[config.mk]
export PLATFORM = sky130hd
export DESIGN_NAME = alu_arbiter
export DESIGN_NICKNAME = d
export VERILOG_FILES = /design/src/rtl/alu_arbiter.sv
export SDC_FILE = /design/constraint.sdc
export NUM_CORES = 1
export LEC_CHECK = 0
export ABC_AREA = 1
export BUFFER_PORTS_ARGS = -buffer_cell sky130_fd_sc_hd__buf_2
export CORE_AREA = 2 2 206 208
export DETAILED_ROUTE_END_ITERATION = 10
export DIE_AREA = 0 0 208 210
export MAX_ROUTING_LAYER = met4
export SETUP_SLACK_MARGIN = 0.15
export SLEW_MARGIN = 20
export SYNTH_ARGS = -nofsm -noshare
export SYNTH_HDL_FRONTEND = slang
export SYNTH_SLANG_ARGS = --single-unit
[constraint.sdc]
create_clock -name clk -period 2.9 [get_ports clk]
set_clock_uncertainty 0.1 [all_clocks]
set_input_delay 0.58 -clock clk [delete_from_list [all_inputs] [get_ports clk]]
set_output_delay 0.58 -clock clk [all_outputs]
set_load 0.02 [all_outputs]
[src/rtl/alu_arbiter.sv]
// Round-robin arbiter sharing one combinational ALU between two valid/ready requesters.
// Operands are registered onto the ALU. The result is captured after a per-op latency and
// is held on a shared response bus until the owning requester consumes it.
module alu_arbiter #(
  parameter int WIDTH    = 64,
  parameter int LAT_FAST = 1,
  parameter int LAT_SLOW = 4
) (
  input  logic             clk,
  input  logic             rst_n,

  input  logic             req_valid_0,
  output logic             req_ready_0,
  input  logic [WIDTH-1:0] req_a_0,
  input  logic [WIDTH-1:0] req_b_0,
  input  logic [2:0]       req_sel_0,

  input  logic             req_valid_1,
  output logic             req_ready_1,
  input  logic [WIDTH-1:0] req_a_1,
  input  logic [WIDTH-1:0] req_b_1,
  input  logic [2:0]       req_sel_1,

  output logic             rsp_valid_0,
  input  logic             rsp_ready_0,
  output logic             rsp_valid_1,
  input  logic             rsp_ready_1,
  output logic [WIDTH-1:0] rsp_result,
  output logic             rsp_z,
  output logic             rsp_o,
  output logic             rsp_err,

  output logic [WIDTH-1:0] alu_a,
  output logic [WIDTH-1:0] alu_b,
  output logic [2:0]       alu_sel,
  input  logic [WIDTH-1:0] alu_result,
  input  logic             alu_o
);

  localparam int LAT_MAX = (LAT_FAST > LAT_SLOW) ? LAT_FAST : LAT_SLOW;
  localparam int CNT_W   = (LAT_MAX > 1) ? $clog2(LAT_MAX) : 1;

  localparam logic [CNT_W-1:0] CNT_FAST = CNT_W'(LAT_FAST - 1);
  localparam logic [CNT_W-1:0] CNT_SLOW = CNT_W'(LAT_SLOW - 1);

  localparam logic [2:0] SEL_MUL = 3'b010;
  localparam logic [2:0] SEL_DIV = 3'b011;

  typedef enum logic [1:0] {
    IDLE,
    EXEC,
    RESP
  } state_t;

  state_t           state;
  logic             last_grant;
  logic             owner;
  logic [CNT_W-1:0] cnt;

  logic             grant;
  logic             any_valid;
  logic             take;
  logic [WIDTH-1:0] pick_a;
  logic [WIDTH-1:0] pick_b;
  logic [2:0]       pick_sel;
  logic             pick_illegal;
  logic             pick_div0;
  logic             pick_slow;
  logic             owner_ready;

  // A lone requester always wins; on contention the one not served last wins.
  always_comb begin
    any_valid = req_valid_0 | req_valid_1;
    if (req_valid_0 && req_valid_1) begin
      grant = ~last_grant;
    end else begin
      grant = req_valid_1;
    end
  end

  assign req_ready_0 = rst_n & (state == IDLE) & req_valid_0 & ~grant;
  assign req_ready_1 = rst_n & (state == IDLE) & req_valid_1 & grant;
  assign take        = (state == IDLE) & any_valid;

  always_comb begin
    pick_a   = grant ? req_a_1   : req_a_0;
    pick_b   = grant ? req_b_1   : req_b_0;
    pick_sel = grant ? req_sel_1 : req_sel_0;
  end

  assign pick_illegal = pick_sel[2] & pick_sel[1];
  assign pick_div0    = (pick_sel == SEL_DIV) && (pick_b == '0);
  assign pick_slow    = (pick_sel == SEL_MUL) || (pick_sel == SEL_DIV);
  assign owner_ready  = owner ? rsp_ready_1 : rsp_ready_0;

  // Error ops bypass EXEC and answer with a fixed result the cycle after accept.
  always_ff @(posedge clk or negedge rst_n) begin
    if (!rst_n) begin
      state       <= IDLE;
      last_grant  <= 1'b1;
      owner       <= 1'b0;
      cnt         <= '0;
      alu_a       <= '0;
      alu_b       <= '0;
      alu_sel     <= '0;
      rsp_valid_0 <= 1'b0;
      rsp_valid_1 <= 1'b0;
      rsp_result  <= '0;
      rsp_z       <= 1'b0;
      rsp_o       <= 1'b0;
      rsp_err     <= 1'b0;
    end else begin
      case (state)
        IDLE: begin
          if (take) begin
            owner   <= grant;
            alu_a   <= pick_a;
            alu_b   <= pick_b;
            alu_sel <= pick_sel;
            cnt     <= pick_slow ? CNT_SLOW : CNT_FAST;
            if (pick_illegal || pick_div0) begin
              state       <= RESP;
              rsp_result  <= pick_illegal ? '0 : '1;
              rsp_z       <= pick_illegal;
              rsp_o       <= 1'b0;
              rsp_err     <= 1'b1;
              rsp_valid_0 <= ~grant;
              rsp_valid_1 <= grant;
            end else begin
              state <= EXEC;
            end
          end
        end

        EXEC: begin
          if (cnt != '0) begin
            cnt <= cnt - 1'b1;
          end else begin
            state       <= RESP;
            rsp_result  <= alu_result;
            rsp_z       <= ~|alu_result;
            rsp_o       <= alu_o;
            rsp_err     <= 1'b0;
            rsp_valid_0 <= ~owner;
            rsp_valid_1 <= owner;
          end
        end

        RESP: begin
          if (owner_ready) begin
            state       <= IDLE;
            last_grant  <= owner;
            rsp_valid_0 <= 1'b0;
            rsp_valid_1 <= 1'b0;
          end
        end

        default: begin
          state <= IDLE;
        end
      endcase
    end
  end

endmodule

== After elaboration in Yosys (flattened, before gate mapping) ==
Index checks and enable logic that the tools add are counted.
Storage, ports and cells
  register bits after elaboration: 206
  bits of input ports: 333
Cells by class
  add/subtract/negate cells: 1
  multiplexer cells: 40
  reduce and logical (&&, ||, !) cells: 17
  bitwise operators: 11
  equality and inequality tests: 9
Operators with widths (number)
  two-way mux 64 bit: 6
  one-hot mux 64 bit (2 select lines): 1
  logical NOT 64 bit: 1
  OR reduction 64 bit: 1
  two-way mux 1 bit: 18
  two-way mux 2 bit: 7
  != test 2 bit (second input constant): 4
  bitwise AND 1 bit: 7
  == test 3 x 2 -> 1 bit (second input constant): 2
  one-hot mux 1 bit (2 select lines): 3
  one-hot mux 1 bit (3 select lines): 2
  one-hot mux 2 bit (3 select lines): 1
  AND reduction 3 bit: 2
  AND reduction 5 bit: 1
  one-hot mux 2 bit (2 select lines): 1
  AND reduction 2 bit: 2
  AND reduction 4 bit: 1
  nonzero test 2 bit: 2
  two-way mux 3 bit: 1
  NOT 1 bit: 3
  nonzero test 3 bit: 1
  == test 2 x 1 -> 1 bit (second input constant): 1
  == test 2 bit (second input constant): 1
  logical AND 1 bit: 2
  other kinds (6): 7

== Depth between registers and ports, before layout ==
  word-level depth: 9
  depth in mapped cells: 17

== Worst setup path after synthesis ==
No wires, ideal clock.
  path type: input to output
  start point: input port req_valid_1
  end point: output port req_ready_1
  path slack: 428 ps
  path buffers: 5
  cell stages on the path: 7
  data required time: 2220 ps
  arrival time: 1792 ps
  path through: buf_4 nand2_4 buf_6 buf_4 clkbuf_1 buf_1 nor2_1
On the way
  word-level cells in the longest chain between the ends: 3
Ends and longest elaborated chain
  from (decl): RTL line 18  | input logic req_valid_1,
  logical AND 1 bit: RTL line 74  | if (req_valid_0 && req_valid_1) begin
  two-way mux 1 bit: RTL line 74
  bitwise AND 1 bit (*): RTL line 82  | assign req_ready_1 = rst_n & (state == IDLE) & req_valid_1 & grant;
  to (decl): RTL line 19  | output logic req_ready_1,
Every way passes the cells marked *; elsewhere a longest branch is shown, timed or not.

== Worst setup path in the final report ==
  start point: register last_grant
  end point: output port req_ready_0
On the way
  word-level cells in the longest chain between the ends: 4
Ends and longest elaborated chain
  from (decl): RTL line 56  | logic last_grant;
  from (signal assigned): RTL line 152  | last_grant <= owner;
  NOT 1 bit: RTL line 75  | grant = ~last_grant;
  two-way mux 1 bit: RTL line 74
  NOT 1 bit: RTL line 81  | assign req_ready_0 = rst_n & (state == IDLE) & req_valid_0 & ~grant;
  bitwise AND 1 bit: RTL line 81
  to (decl): RTL line 13  | output logic req_ready_0,
No other way between the ends.

==> reports/metrics.csv <==
stage,metric,value,unit
grt,grt_pass1_wl,61.70,mm
floorplanning,die_x,208,um
cells_and_area,layout_commonest_cell,buf_2,
pwr,p_clk_frac,0.193,
setup_path,crit_chain,nand2_4 -> nand2_8 -> buf_6 -> buf_6 -> inv_8 -> buf_4 -> nor3_2 -> buf_4,
timing,rsz0062_at_grt,yes,
clocking,clockBufferDepth,3,
status,status,finished clean,
cells_and_area,final_area,0.01497,mm2
detailed_routing,viasPerCell,4.600,
setup_path,startpoint_type,flop,
cells_and_area,final_cell_mix,"buf_2, nand2_1, dfrtp_1",
clocking,cts_max_level,1,
pwr,total_power,17.36,mW
timing,timing.final.crit_period,2.761,ns
synth,ys_seq_area_frac,0.5112,
synth,synth_nets,1619,
timing,setup_viol,0,
clocking,cts_buffers,26,
detailed_routing,first_pass_iters,5,
cells_and_area,utilization,0.3609,
floorplanning,die_h,210,um
placed_design,finalWeightedCongestion,0.9571,
pwr,leakagePower,7.766,nW
setup_path,cp-end-kind,primary output,
timing,drv_slew,0,
setup_path,worstSetupPathType,flop to primary output,
clocking,cts_sinks,206,
placed_design,place_area,0.01358,mm2
cells_and_area,nets,2165,
timing,relSlewSlack,0.3578,
grt,overflow,0,
pwr,power_density,1160,mW/mm2
pwr,p_int,9.520,mW
setup_path,critPathArrivalTime,2.08,ns
detailed_routing,avgRoutedWirePerCell,16.93,um
synth,synth_edf_count,0,
synth,syn_area_per_cell,7.874,um2
detailed_routing,drtIter0Drc,776,
timing,timing.final.crit_share,0.9520,
floorplanning,core_region_area,0.04148,mm2
floorplanning,ioPinCount,535,
grt,grt_max_degree,112,
placed_design,hpwl,29.98,mm
cells_and_area,seqCellArea,0.005156,mm2
clocking,path_clk_slew,0.06,ns
cells_and_area,num-fill-cells,4364,
pwr,p_switching,7.842,mW
cells_and_area,multi_input_comb_area,0.004354,mm2
detailed_routing,vias,10989,
hold_path,worstHoldPathType,primary input to flop,
detailed_routing,postRouteAntennaNets,0,
cells_and_area,final_layout_size_suffix_gt1_frac,0.3803,
grt,grt_pass1_vias,10860,
setup_path,cpPeakStageDelay,0.55,ns
pwr,switching_share,0.4517,
timing,fmax,0.3622,GHz
placed_design,port-buffer-count,534,
synth,synthArstFlopShare,1.000,
pwr,p_comb_frac,0.506,
pwr,ir_drop,0.0004734,V
clocking,clk_latency,0.56,ns
pwr,p_seq_frac,0.300,
timing,tightest_slew,0.9634,ns
setup_path,slowest_stage,dfstp_2,
grt,antenna_found_initial,6,
synth,yosys_warnings,0,
synth,synthFlopType,dfrtp_1,
floorplanning,die-area,0.04368,mm2
job,cap_violations,0,
detailed_routing,drt-total-wl,40.45,mm
detailed_routing,drc_errors,0,
clocking,cts-root-buf,clkbuf_16,
timing,finalSetupTns,0,ns
synth,netlist_instances,1281,
setup_path,crit_fanout,9,
floorplanning,start_util,0.2432,
clocking,cts_tree,built,
synth,synth_cell_type_count,28,
setup_path,crit_required,2.22,ns
grt,grtUsageTotal,0.1822,
synth,synth_seq_cells,206,
synth,syn_area,0.01009,mm2
floorplanning,rows,75,
cells_and_area,synthToLayoutAreaGrowth,48.39,%
timing,hold_viol,0,
## cell families (layout without fill, tap and decap cells)
group,Yosys count,count (layout),share of synthesized area
AND/OR/NAND/NOR,547,547,0.2256
AO/OA/AOI/OAI,359,359,0.1858
flip-flops,206,206,0.5112
buffers and inverters,164,729,0.07120
adder cells (fa/ha/maj),5,5,0.006202
other,0,4,0
## worst paths after layout
kind                       slack (ns)         from              to  cells after the start
min                              0.19  req_b_1[49]       alu_b[49]                      3
max                              0.14   last_grant     req_ready_0                      8
min in group asynchronous        0.35        rst_n       alu_b[41]                      2
min reg2reg                      0.37  rsp_valid_0     rsp_valid_0                      2
max reg2reg                      0.21   last_grant  rsp_result[22]                     16
max in group asynchronous        1.10        rst_n       alu_a[20]                      3
## cell usage after synthesis (11+ instances only)
cell | count | area (um2)
o21ai_1 | 53 | 265.3
clkbuf_1 | 59 | 221.5
nor2_1 | 108 | 405.4
a31oi_1 | 11 | 68.82
buf_2 | 13 | 65.06
o21ai_0 | 210 | 1051
dfrtp_1 | 205 | 5130
a21oi_1 | 69 | 345.3
nand2_1 | 365 | 1370
inv_1 | 74 | 277.8
nor4_1 | 16 | 100.1
nand3b_1 | 37 | 277.8
## flip-flops by register name (all words and copies together), names as in the netlist, 2 cells and up
name and cells:
alu_a 64, alu_b 64, alu_sel 3, cnt 2, rsp_result 64, state 2
## stage by stage
stage          cells  worst slack (ns)  hold WS [ns]
6_report        2389            0.1391        0.1924
5_1_grt         2389           0.04345        0.1783
4_1_cts         2378            0.1267        0.1494
3_5_place_dp    2317           -0.1110        0.3359
3_3_place_gp    2317          -0.08665        0.3339
2_1_floorplan   1281            0.4279        0.1844
## critical path, delay by kind of cell (launching register included)
kind	cells	cell delay (ns)
AND/OR/NAND/NOR	3	0.35
flip-flops	1	0.55
buffers and inverters	5	0.62
## power by group through the flow
stage | Combinational [mW] | Sequential [mW] | Clock [mW]
3_3_place_gp | 8.16 | 5.22 | 0
5_1_grt | 9.70 | 5.39 | 3.60
3_5_place_dp | 8.32 | 5.22 | 0
4_1_cts | 8.63 | 5.22 | 3.50
2_1_floorplan | 3.46 | 6.89 | 0
6_report | 8.79 | 5.22 | 3.36
## routing by layer
layer / up-vias / wire length [um] / global-route usage / part of all wire
li1: 5311 / - / - / -
met1: 5134 / 16560 / 0.2235 / 0.41
met2: 479 / 19860 / 0.3037 / 0.49
met3: 65 / 2629 / 0.03069 / 0.065
met4: 0 / 1392 / 0.06481 / 0.034
met5: - / 0 / - / 0
## final cells by class
class / count / share of cell area
clock buffer: 35 / 0.04907
antenna: 4 / 0.0006687
timing repair buffer: 608 / 0.2402
inverter: 74 / 0.01923
tap: 539 / 0.04506
sequential: 206 / 0.3445
clock inverter: 12 / 0.01037
multi-input combinational: 911 / 0.2909
## repair_timing
action	CTS	global route
resized for setup	21	40
endpoints found under the hold margin	22	0
pin swaps	7	6
hold buffers	1	0
endpoints found under the setup margin	60	70
setup buffers	11	2
gates cloned	2	5
Power figures use the tool's default switching activity.
